`src/rtl/slow_clk_monitor.sv`:
```
// slow_clk_monitor: two-channel slow clock monitor in the clk_100MHz domain.
// Synchronizes each slow clock, emits edge ticks, measures the rise-to-rise
// period and flags a channel as lost after TIMEOUT cycles without any edge.
// Ports: clk_100MHz, reset (async, active-high), slow_clk_in[1:0] (async in),
//        rise_tick/fall_tick[1:0] (1-cycle pulses), period0/period1 (last
//        period), period_valid[1:0] (update pulse), lost[1:0] (timeout level).
module slow_clk_monitor #(
    parameter int SYNC_STAGES = 2,
    parameter int TIMEOUT     = 30_000_000,
    parameter int PERIOD_W    = 28
) (
    input  logic                clk_100MHz,
    input  logic                reset,
    input  logic [1:0]          slow_clk_in,
    output logic [1:0]          rise_tick,
    output logic [1:0]          fall_tick,
    output logic [PERIOD_W-1:0] period0,
    output logic [PERIOD_W-1:0] period1,
    output logic [1:0]          period_valid,
    output logic [1:0]          lost
);
    localparam int IDLE_W = $clog2(TIMEOUT + 1);
    localparam logic [IDLE_W-1:0] IDLE_MAX = IDLE_W'(TIMEOUT);
    localparam logic [IDLE_W-1:0] IDLE_ONE = IDLE_W'(1);
    localparam logic [PERIOD_W-1:0] PER_MAX = '1;
    localparam logic [PERIOD_W-1:0] CNT_ONE = PERIOD_W'(1);
    localparam logic [2:0] WARM_DONE = 3'(SYNC_STAGES + 1);

    typedef enum logic [1:0] {
        S_IDLE,
        S_MEASURE,
        S_LOST
    } state_t;

    logic [2:0]          r_warm;
    logic                w_armed;
    logic [PERIOD_W-1:0] w_period [2];

    // Edge detection stays gated until the sync chain and previous
    // register hold real samples, so a clock high at release is no edge.
    assign w_armed = (r_warm == WARM_DONE);

    always_ff @(posedge clk_100MHz or posedge reset) begin
        if (reset) begin
            r_warm <= '0;
        end else if (!w_armed) begin
            r_warm <= r_warm + 3'd1;
        end
    end

    for (genvar g = 0; g < 2; g++) begin : g_ch
        logic [SYNC_STAGES-1:0] r_sync;
        logic                   r_prev;
        logic                   r_rise;
        logic                   r_fall;
        logic                   r_pv;
        logic                   r_lost;
        logic [PERIOD_W-1:0]    r_cnt;
        logic [PERIOD_W-1:0]    r_per;
        logic [IDLE_W-1:0]      r_idle;
        state_t                 r_state;
        logic                   w_sync;
        logic                   w_rise;
        logic                   w_fall;
        logic                   w_tmo;

        assign w_sync = r_sync[SYNC_STAGES-1];
        assign w_rise = w_armed & w_sync & ~r_prev;
        assign w_fall = w_armed & ~w_sync & r_prev;
        assign w_tmo  = (r_idle == IDLE_MAX);

        always_ff @(posedge clk_100MHz or posedge reset) begin
            if (reset) begin
                r_sync  <= '0;
                r_prev  <= 1'b0;
                r_rise  <= 1'b0;
                r_fall  <= 1'b0;
                r_pv    <= 1'b0;
                r_lost  <= 1'b0;
                r_cnt   <= '0;
                r_per   <= '0;
                r_idle  <= '0;
                r_state <= S_IDLE;
            end else begin
                r_sync <= {r_sync[SYNC_STAGES-2:0], slow_clk_in[g]};
                r_prev <= w_sync;
                r_rise <= w_rise;
                r_fall <= w_fall;
                r_pv   <= 1'b0;

                if (w_rise || w_fall) begin
                    r_idle <= '0;
                end else if (!w_tmo) begin
                    r_idle <= r_idle + IDLE_ONE;
                end

                // A tick in the same cycle as the timeout wins:
                // it proves the clock is still alive.
                case (r_state)
                    S_IDLE: begin
                        if (w_rise) begin
                            r_state <= S_MEASURE;
                            r_cnt   <= CNT_ONE;
                        end else if (w_tmo && !w_fall) begin
                            r_state <= S_LOST;
                            r_lost  <= 1'b1;
                        end
                    end
                    S_MEASURE: begin
                        if (w_rise) begin
                            r_per <= r_cnt;
                            r_pv  <= 1'b1;
                            r_cnt <= CNT_ONE;
                        end else if (w_tmo && !w_fall) begin
                            r_state <= S_LOST;
                            r_lost  <= 1'b1;
                        end else if (r_cnt != PER_MAX) begin
                            r_cnt <= r_cnt + CNT_ONE;
                        end
                    end
                    S_LOST: begin
                        if (w_rise) begin
                            r_state <= S_MEASURE;
                            r_cnt   <= CNT_ONE;
                            r_lost  <= 1'b0;
                        end else if (w_fall) begin
                            r_state <= S_IDLE;
                            r_lost  <= 1'b0;
                        end
                    end
                    default: begin
                        r_state <= S_IDLE;
                    end
                endcase
            end
        end

        assign rise_tick[g]    = r_rise;
        assign fall_tick[g]    = r_fall;
        assign period_valid[g] = r_pv;
        assign lost[g]         = r_lost;
        assign w_period[g]     = r_per;
    end

    assign period0 = w_period[0];
    assign period1 = w_period[1];

endmodule

```
`config.mk`:
```
export PLATFORM = sky130hd
export DESIGN_NAME = slow_clk_monitor
export DESIGN_NICKNAME = d
export VERILOG_FILES = /design/src/rtl/slow_clk_monitor.sv
export SDC_FILE = /design/constraint.sdc
export NUM_CORES = 1
export LEC_CHECK = 0
export CORE_UTILIZATION = 35
export DETAILED_ROUTE_END_ITERATION = 7
export MAX_ROUTING_LAYER = met4
export PLACE_DENSITY_LB_ADDON = 0.3
export SLEW_MARGIN = 20
export SYNTH_ARGS = -nofsm -noshare
export SYNTH_HDL_FRONTEND = slang
export SYNTH_SLANG_ARGS = --single-unit
```
`constraint.sdc`:
```
create_clock -name clk_100MHz -period 7.3 [get_ports clk_100MHz]
set_input_delay 1.825 -clock clk_100MHz [delete_from_list [all_inputs] [get_ports clk_100MHz]]
set_output_delay 1.825 -clock clk_100MHz [all_outputs]
set_load 0.05 [all_outputs]
```
==> run summary, run 1 <==
The time the worst path needs with I/O delays and setup is 3.504 ns. The number of pins with negative max-slew slack in the final report came out at 0. Counting distinct cell types in the post-synthesis netlist gives 58.

The via count of the first global-routing pass came out at 5899. In this run the cell area of the synthesized design comes to 0.008564 mm^2. The width of the chip came out at 158.4 um. The number of standard cells after synthesis is 817. Walking the worst path, the cells encountered are clkdlybuf4s50_1. The number of hold buffers added after CTS is 0. Of the cells placed in the final design, the portion with a size suffix greater than 1 is 11.66%. The total via count in the routed design came out at 6224.

The root buffer cell is sky130_fd_sc_hd__clkbuf_16. Entering global routing, the biggest net connects 138 pins. The count of flip-flops with a built-in enable after synthesis is 0. The total power is 2.341 mW. After floorplanning, the core was sized to cover 0.02375 mm^2. At the worst endpoint, the required time is 5.48 ns. The top fanout value on the critical path came out at 3. The routed length per placed instance is 14.76 um. After detailed routing, the total wire length is 17620 um. The flop and latch count out of synthesis came out at 183. Among all flip-flop cells after synthesis, the most frequent one is sky130_fd_sc_hd__dfrtp_1. The count of synthesis-stage warnings from yosys is 0.

The number of maximum-capacitance constraint violations is 0. STA classifies the critical path endpoint as a primary output. Data arrives at the worst endpoint at 1.68 ns. The CTS tree is done. The async set-reset flop share out of synthesis came out at 100.0%. The number of antenna repair diodes came out at 0. For this run the aggregate overflow at the end of global routing stands at 0. The iteration-0 DRC count of the detailed router came out at 430. The aggregate negative setup slack is 0 ns.

The final worst slack came out at 3.796 ns. After synthesis, the cell types taking the most area are sky130_fd_sc_hd__dfrtp_1 (53%), sky130_fd_sc_hd__mux2_2 (7.6%), sky130_fd_sc_hd__o21ai_0 (3.5%). The total CTS buffers is 17. The largest incremental delay on the critical path came out at 0.84 ns. The power density over the cells came out at 232.5 mW/mm^2. The clock sink count is 183. The clock tree buffer depth came out at 2. The count of unresolved DRC violations after routing came out at 0.

OpenSTA, run right after detailed placement, puts the worst setup slack at 3.529 ns. The synthesized area per cell is 10.48 um^2. Grouping stages by cell kind, the critical path spends the most delay in buffers and inverters. The worst-margin pin slew came out at 1.048 ns. The number of standard-cell rows in the floorplan is 56. Sorting the synthesized cells by how often they occur yields sky130_fd_sc_hd__dfrtp_1 (183), sky130_fd_sc_hd__nor2_1 (75), sky130_fd_sc_hd__nand2_1 (62), sky130_fd_sc_hd__o21ai_0 (60), sky130_fd_sc_hd__mux2_2 (58). The maximum ir drop on the vdd rail is 0.0001452 V. The number of nets in the finished design came out at 874. The critical path in this run is classified as reg2out. The overall routing resource usage came out at 15.73%. Setup repair after global routing left no endpoint under its margin. Once detail routing completed, the nets flagged for antenna violations numbered 0.

Routability-driven placement finished with a final weighted congestion of 0.7756. The die footprint is 0.02510 mm^2. From synthesis to final layout, the design area changed by 17.55%.

The floorplan die height is 158.4 um. Clock latency on the worst-skew pair, taken at its later pin, is 0.43 ns. For this run, the detailed router's first-pass iteration total came to 5.

The starting density of the core is 36.06%. The post-CTS setup-driven buffer insertion count came out at 0. The number of nets in the synthesized netlist is 829. The number of antenna violations at the first check in global routing is 0. After layout, the worst path uses 48.01% of the clock period. STA classifies the critical path startpoint as a flop. The maximum level of the CTS H-tree is 4. The half-perimeter wire length after placement is 11490 um. The highest clock rate is 0.2854 GHz. The clock transition at the registers of the reported paths is 0.08 ns. The first global-routing pass estimated 30690 um of wire. The number of endpoints failing setup at the final stage came out at 0. The number of standard cells in the layout, taps in and fillers out is 1194. The biggest area contributor in the post-synthesis netlist is sky130_fd_sc_hd__dfrtp_1. For this design the top-level I/O count stands at 68.

The most common cell in the synthesized netlist is sky130_fd_sc_hd__dfrtp_1. The leakage dissipation is 4.292 nW. Summing all placed instances gives a cell area of 0.009449 mm^2. The largest individual stage delay along the critical path comes from the cell sky130_fd_sc_hd__clkdlybuf4s50_1. The fraction of synthesized cell area taken by the top area cell type came out at 53.47%. The run finished with clean final reports.

The classification of the worst-slack hold path is reg2reg. The count of buffer and inverter cells on the critical path came out at 1. The number of hold violations in the final report is 0. The headroom to the max-slew limit is 30.16%. Of the synthesized area, sequential elements account for 53.47%. The count of instances resized after the clock tree is built is 0. After detailed routing, the number of vias per cell comes to 5.213. Fill cells in the final layout number 2245.

The final standard cell area without fillers came out at 0.01007 mm^2. The placed instance count is 1162. The count of input and output buffers is 67. Across the routed clock network, the largest skew measured is 0.01670 ns.
==> final cells by class <==
class / count / area, um^2 / share of cell area (%)
sequential: 183 / 4579 / 45.49
multi-input combinational: 571 / 3705 / 36.80
timing repair buffer: 70 / 693.2 / 6.885
clock buffer: 17 / 425.4 / 4.226
tap: 319 / 399.1 / 3.965
clock inverter: 15 / 186.4 / 1.852
inverter: 19 / 78.83 / 0.7830
==> registers in the layout, indices dropped and copies added, names as in the netlist, 3 cells and up <==
name	count
period0	28
g_ch.r_sync	4
g_ch.r_state	4
period1	28
g_ch.r_idle	50
r_warm	3
g_ch.r_cnt	56
==> per-stage QoR <==
| step | utilization, % | hold WS (ns) |
|---|---|---|
| floorplan | - | 0.3312 |
| global placement | 39.78 | 0.3356 |
| detailed placement | 39.78 | 0.3396 |
| CTS | 42.36 | 0.3556 |
| global route | 42.38 | 0.3658 |
| finish | 42.38 | 0.3513 |
==> routing by layer <==
metal  GRT usage (%)  up-vias  part of all wire (%)  wire length [um]
li1                -     3015                     -                 -
met1           22.60     3111                    51              8951
met2           22.49       86                    46              8078
met3           2.967       12                   2.5               432
met4           4.350        0                  0.88               155
met5               -        -                     0                 0
==> report_power, final <==
| group | internal, mW | total (mW) | switching, mW |
|---|---|---|---|
| registers | 1.06 | 1.11 | 0.0472 |
| clock network | 0.494 | 0.939 | 0.445 |
| logic | 0.0992 | 0.293 | 0.194 |
| total | 1.65 | 2.34 | 0.686 |
==> worst register-to-register path, stage by stage (launching register included) <==
cell,delay (ns)
sky130_fd_sc_hd__dfrtp_1,0.40
sky130_fd_sc_hd__ha_1,0.21
sky130_fd_sc_hd__ha_1,0.31
sky130_fd_sc_hd__and3b_4,0.25
sky130_fd_sc_hd__or4_4,0.50
sky130_fd_sc_hd__o41a_4,0.53
sky130_fd_sc_hd__o21ai_4,0.67
sky130_fd_sc_hd__nor2_1,0.16
sky130_fd_sc_hd__a22o_1,0.25
==> placed cells by master (no fill, tap or decap), types with 12 or more instances in the layout <==
| cell | n |
|---|---|
| sky130_fd_sc_hd__xor2_1 | 28 |
| sky130_fd_sc_hd__and3_1 | 18 |
| sky130_fd_sc_hd__a21oi_1 | 23 |
| sky130_fd_sc_hd__nand4_1 | 23 |
| sky130_fd_sc_hd__mux2_2 | 58 |
| sky130_fd_sc_hd__nand3_1 | 49 |
| sky130_fd_sc_hd__clkdlybuf4s50_1 | 67 |
| sky130_fd_sc_hd__nand2_1 | 62 |
| sky130_fd_sc_hd__xnor2_1 | 14 |
| sky130_fd_sc_hd__or3_1 | 14 |
| sky130_fd_sc_hd__nor2_1 | 74 |
| sky130_fd_sc_hd__inv_1 | 18 |
| sky130_fd_sc_hd__o21ai_0 | 60 |
| sky130_fd_sc_hd__and4_1 | 12 |
| sky130_fd_sc_hd__clkbuf_16 | 17 |
| sky130_fd_sc_hd__o31ai_1 | 23 |
| sky130_fd_sc_hd__nor3_1 | 12 |
| sky130_fd_sc_hd__dfrtp_1 | 183 |
==> logic make-up after synthesis <==
group	after synthesis	synth area share [%]
and+or+nand+nor	319	19.37
DFF	183	53.47
AOI/OAI and AO/OA	140	10.23
buffers and inverters	63	3.375
muxes	62	8.094
xor gates and xnor gates	42	4.295
adders and majority gates	8	1.169
==> worst paths after layout <==
path	depth (start not counted)	endpoint	startpoint	slack [ns]
min reg2reg	0	g_ch[1].r_sync[1]	g_ch[1].r_sync[0]	0.35
min	0	g_ch[1].r_sync[1]	g_ch[1].r_sync[0]	0.35
max reg2reg	8	g_ch[1].r_cnt[6]	r_warm[0]	3.94
max in group asynchronous	3	g_ch[1].r_idle[19]	reset	4.07
min in group asynchronous	2	period0[23]	reset	2.00
max	1	lost[0]	g_ch[0].r_lost	3.80
Power figures use the tool's default switching activity.
==> run 2, diff against run 1 <==
clock period = 2.98 ns   (was 7.3 ns; I/O delays follow)
==> run summary, run 2 (same netlist as run 1, synthesis figures left out) <==
The critical path starts at r_warm[0]. The leakage dissipation came to 4.369 nW (+1.8%). The headroom to the max-slew limit came out at 51.04% (+21 points).

The number of antenna violations at the first check in global routing was 0 (unchanged). The worst reg2reg path depth came out at 7 (-1). In the final layout, the registers with the most flip-flops are g_ch.r_cnt: 56 flops, g_ch.r_idle: 50 flops.

The overflow left after global routing came to 0 (unchanged). The number of antenna repair diodes is 0 (unchanged). The number of pins with negative max-slew slack in the final report is 0 (unchanged). The number of nets in the finished design came out at 890 (+1.8%). The iteration-0 DRC count of the detailed router was 438 (+1.9%). From synthesis to final layout, the design area changed by 19.27%. The classification of the worst-slack hold path is reg2reg. The top fanout value on the critical path is 6 (+3). The global-route wire length before repair is 30450 um (-0.79%).

The top cell types in the final layout, fill and taps aside, are sky130_fd_sc_hd__dfrtp_1 (183), sky130_fd_sc_hd__nor2_1 (74), sky130_fd_sc_hd__clkdlybuf4s50_1 (67). The number of standard-cell rows in the floorplan is 56 (unchanged). The final weighted congestion in routability-driven placement is 0.7763 (about the same). The clock sink count is 183 (unchanged). The depth of the worst hold-timing path came out at 0 (unchanged). The worst register-to-register path begins at r_warm[0].

The CTS tree is done. The total CTS buffers is 17 (unchanged). The pin count of the biggest net entering global routing came out at 129 (-6.5%).

The worst clock skew is 0.01615 ns (-0.0005489 ns). The via count of the first global-routing pass is 6014 (+1.9%). The wire length after detailed routing came out at 17640 um (+0.10%).

The half-perimeter wire length after placement came out at 11810 um (+2.8%). The core footprint came out at 0.02375 mm^2 (unchanged). The count of instances resized after the clock tree is built is 0 (unchanged).

The aggregate negative setup slack was 0 ns (unchanged). In this run the clock root is driven by a sky130_fd_sc_hd__clkbuf_16. The final cycle utilization of the critical path came out at 92.75%.

The final hold slack is 0.3507 ns (-0.0005440 ns). The die footprint is 0.02510 mm^2 (unchanged). The worst setup path is launched from a flop.

The width of the chip is 158.4 um (unchanged). The largest incremental delay on the critical path was 0.53 ns (-0.31 ns). The number of filler instances in the final layout came out at 2263 (+0.80%).

The number of iterations in the first detailed-routing pass came out at 5 (unchanged). The highest clock rate is 0.3618 GHz. The count of boundary I/O pins came out at 68 (unchanged). The worst-margin pin slew came out at 0.7343 ns (-0.3132 ns). Counting I/O delays and the setup requirement, the final critical path takes 2.764 ns. Walking the worst path, the cells encountered are ha_1, ha_1, and3b_4, or4_4, o41a_4, or2_0, a221o_1. In this run the worst setup path terminates at g_ch[1].r_cnt[11].

The run finished with clean final reports. The worst reg-to-reg setup slack was 0.22 ns (-3.72 ns). On the critical path the largest part of the delay comes from simple AND/OR/NAND/NOR gates. The clock network latency to the later pin of the worst-skew pair is 0.44 ns (about the same). The most frequent cell on the critical path is sky130_fd_sc_hd__ha_1.

The number of endpoints failing setup at the final stage is 0 (unchanged). The count of unresolved DRC violations after routing is 0 (unchanged). The number of hold violations in the final report is 0 (unchanged). The combined area of the multi-input logic cells came out at 0.003699 mm^2 (-0.17%).

The clock tree buffer depth is 2 (unchanged). The number of cells on the critical path is 7 (+6). Setup repair after global routing left no endpoint under its margin. The count of input and output buffers is 67 (unchanged). The slowest stage of the critical path is the sky130_fd_sc_hd__o41a_4 cell. The register with the highest flop count is g_ch.r_cnt. The power density over the cells was 557.5 mW/mm^2 (+140%). The terminus of the critical flop-to-flop path is g_ch[1].r_cnt[11]. The arrival time of the worst setup path came out at 3.08 ns (+1.40 ns). The total via count in the routed design came to 6174 (-0.80%).

The overall routing resource usage came out at 15.65% (-0.088 points). The number of maximum-capacitance constraint violations is 0 (unchanged). The routed length per placed instance is 14.58 um (-1.2%). The critical path is of the reg2reg type.

The maximum ir drop on the vdd rail came out at 0.0003735 V (+160%). The sequential cell area in the final layout is 0.004579 mm^2 (unchanged). The share of cells above drive strength 1 came out at 13.13% (+1.5 points). The residual antenna-violating net count after detailed routing came to 0 (unchanged). The required time of the critical path came to 3.30 ns (-2.18 ns). The starting density of the core was 36.06% (unchanged). The count of buffer and inverter cells on the critical path is 0 (-1). The number of hold buffers added after CTS is 0 (unchanged). The clock transition at the registers of the reported paths is 0.07 ns (about the same). The floorplan die height came out at 158.4 um (unchanged). The maximum level of the CTS H-tree is 4 (unchanged).

The number of flip-flops under the largest register name was 56 (unchanged). The most common cell after layout, fill and taps aside is sky130_fd_sc_hd__dfrtp_1. The worst setup path is captured at a flop. The ratio of routed vias to standard cells is 5.102 (-2.1%). The post-CTS setup-driven buffer insertion count is 0 (unchanged).
[run 2: changes by cell type in the layout (fill, tap and decap cells not counted)]
cell / delta
sky130_fd_sc_hd__clkinv_4: -1
sky130_fd_sc_hd__nor4_1: +1
sky130_fd_sc_hd__clkinvlp_4: +3
sky130_fd_sc_hd__inv_6: -1
sky130_fd_sc_hd__clkinv_2: -1
sky130_fd_sc_hd__bufinv_16: -1
sky130_fd_sc_hd__nor4_2: -1
sky130_fd_sc_hd__buf_12: +4
sky130_fd_sc_hd__clkbuf_8: +1
sky130_fd_sc_hd__buf_4: +12
[run 2: metrics by stage]
step | total power [mW] | std cells | cell area [um^2] | setup slack, ns | utilization (%)
floorplan | 3.267 | 817 | 8568 | -0.1156 | -
global placement | 3.510 | 1178 | 9615 | 0.2596 | 40.48
detailed placement | 3.517 | 1178 | 9615 | 0.2134 | 40.48
CTS | 5.783 | 1210 | 10210 | 0.2132 | 43.00
global route | 5.957 | 1210 | 10210 | 0.09752 | 43.00
finish | 5.695 | 1210 | 10210 | 0.2162 | 43.00
[run 2: area by class of cell]
cell class,count,area share [%]
Multi-Input combinational cell,571,36.21
Inverter,19,0.7349
Clock buffer,18,4.299
Sequential cell,183,44.83
Timing Repair Buffer,86,8.452
Clock inverter,14,1.568
Tap cell,319,3.907
[run 2: worst reg2reg max path, stage by stage (launching register included)]
cell and delay (ns):
sky130_fd_sc_hd__dfrtp_1 0.39, sky130_fd_sc_hd__ha_1 0.20, sky130_fd_sc_hd__ha_1 0.19, sky130_fd_sc_hd__and3b_4 0.20, sky130_fd_sc_hd__or4_4 0.49, sky130_fd_sc_hd__o41a_4 0.53
sky130_fd_sc_hd__or2_0 0.32, sky130_fd_sc_hd__a221o_1 0.34
[run 2: worst min path at each step]
stage	slack, ns	start	end
after floorplan	0.33	g_ch[0].r_sync[0]	g_ch[0].r_sync[1]
after global placement	0.34	g_ch[0].r_sync[0]	g_ch[0].r_sync[1]
after detailed placement	0.33	g_ch[1].r_sync[0]	g_ch[1].r_sync[1]
after CTS	0.35	g_ch[1].r_sync[0]	g_ch[1].r_sync[1]
after global routing	0.36	g_ch[1].r_sync[0]	g_ch[1].r_sync[1]
final	0.35	g_ch[1].r_sync[0]	g_ch[1].r_sync[1]
[run 2: where the power goes]
| part | leakage (nW) | internal (mW) | switching [mW] |
|---|---|---|---|
| Combinational | 1.59 | 0.266 | 0.478 |
| Sequential | 2.49 | 2.60 | 0.111 |
| Clock | 0.286 | 1.15 | 1.09 |
[run 2: per-layer routing]
metal | up-vias | wire [um] | track usage, %
met2 | 95 | 8206 | 23.45
met4 | 0 | 140 | 4.396
li1 | 3062 | - | -
met3 | 9 | 468 | 2.967
met5 | - | 0 | -
met1 | 3008 | 8822 | 21.53
==> run 3, diff against run 2 <==
CTS_CLUSTER_SIZE = 24   (was not set)
==> results of run 3 <==
The final DEF is identical to that of run 2; final timing and power are the same.
==> RTL edit: new RTL, settings of run 2 <==
Reset style: synchronous (`reset`), changed in 2 clocked blocks. Comments in the files are not updated.
--- a/src/rtl/slow_clk_monitor.sv
+++ b/src/rtl/slow_clk_monitor.sv
@@ -41,5 +41,5 @@
     assign w_armed = (r_warm == WARM_DONE);
 
-    always_ff @(posedge clk_100MHz or posedge reset) begin
+    always_ff @(posedge clk_100MHz) begin
         if (reset) begin
             r_warm <= '0;
@@ -70,5 +70,5 @@
         assign w_tmo  = (r_idle == IDLE_MAX);
 
-        always_ff @(posedge clk_100MHz or posedge reset) begin
+        always_ff @(posedge clk_100MHz) begin
             if (reset) begin
                 r_sync  <= '0;
Behaviour: not the same (Yosys sat finds a counterexample within 10 cycles, from zero or initial values and one cycle with reset high; the reset may be asserted at any time).
==> RTL edit against run 2 <==
- cell area down 4.0%
- sequential cell count unchanged
- synthesized area down 3.1%
- worst setup slack better by 0.16 ns
- final cell count up 13%
- highest routed layer unchanged
- wire length up 6.6%
- worst hold slack better by 0.090 ns
Power is not compared: it rests on default switching activity, and its combinational part moved more than twofold at a synthesized area within 25%.
==> RTL edit: results (changes against run 2) <==
Finish
  • #MultiIn Comb: 726 (+27%)
  • ClkCell Share: 6.24% (+0.37 points)
  • Sequential share of cell area: 37.4% (-7.5 points)
  • Sequential Area: 0.00366 mm^2 (-20%)
  • Number of non-clock buffers: 87 (+1.2%)
  • Inverters: 21 (+2)
  • Data buffer area share: 8.47% (+0.023 points)
  • Share of post-route cells with drive strength above 1: 8.10% (-5.0 points)
  • Clock buffers: 20 (+2)
  • Seq Cell Count: 183 (unchanged)
  • Fillers: 2275 (+0.53%)

Detailed routing
  • Initial DRC count: 435 (-0.68%)
  • Avg WL per Cell: 13.8 um (-5.3%)
  • DR WL met2: 8.36 mm (+1.8%)
  • Vias/cell: 5.15 (+0.87%)
  • M1 wire length: 9.47 mm (+7.3%)
  • WL met3: 698 um (+49%)

Place
  • GP Congestion: 0.793 (+2.1%)
  • Pre-CTS WS: 0.366 ns (+0.152 ns)
  • Dpl hpwl: 12.6 mm (+6.4%)
  • DP Area: 0.00919 mm^2 (-4.4%)

Yosys
  • Ys async rst share: 0% (-100 points)
  • Post-synthesis sequential area ratio: 44.1% (-9.3 points)
  • Most used DFF post-synth: dfxtp_1
  • Yosys cell types: 75 (+29%)
  • Top cells by area, synth: dfxtp_1 (44%), nand2_1 (8.0%), a21oi_1 (5.6%)
  • Post-synth top cells: dfxtp_1 (183), nand2_1 (177), a21oi_1 (93)

Floorplanning
  • Die area: 0.0243 mm^2 (-3.0%)

STA
  • Max_slew headroom: 36.9% (-14 points)
  • Hold Slack: 0.441 ns (+0.0904 ns)
  • FMAX: 384 MHz (+6.0%)
  • Clk_skew: 0.00835 ns (-0.00780 ns)

Worst setup path
  • CP Max Fanout: 19 (+13)
  • CP Launch Point: r_warm[0]$_SDFFE_PP0P_

Run status
  • Status: finished, final reports clean

Hold path
  • Hold depth: 1 (+1)
  • Hold Startpoint: g_ch[0].r_sync[0]$_SDFF_PP0_

Global routing
  • Global-route wire length before repair: 31.9 mm (+4.9%)
  • GR Util All Layers: 16.6% (+0.98 points)
  • Largest net degree at the start of global routing: 39 (-70%)
  • Vias in the first global route: 6446 (+7.2%)
RTL edit: cell count changes in the layout (fill, tap and decap cells not counted), moves of 15 or more:
cell	before	now
nand2_1	62	177
o31ai_1	23	0
nor2_1	74	90
dfxtp_1	0	183
dfrtp_1	183	0
a32o_1	0	15
mux2_2	58	0
a21oi_1	23	92
o21ai_0	60	34
RTL edit: worst max-delay path, stage by stage, from the launching register on:
cell      delay [ns]
dfxtp_1         0.32
ha_1            0.19
ha_1            0.25
nand3b_1        0.13
nand2_1         0.09
a211oi_2        0.37
and2_1          0.67
a41oi_1         0.23
a311oi_2        0.27
RTL edit: routing by layer:
metal	up-vias	global-route usage [%]
met5	-	-
met4	0	5.93
met3	22	3.28
met2	115	25.0
met1	3286	22.1
li1	3587	-
RTL edit: kinds of logic after synthesis:
kind of cell,count (synthesis),synth area share (%)
buf+inv,83,5.00
xor+xnor,45,4.75
compound gates,208,16.8
flops,183,44.1
fa+ha+maj,8,1.21
mux,6,0.724
simple gates,459,27.4
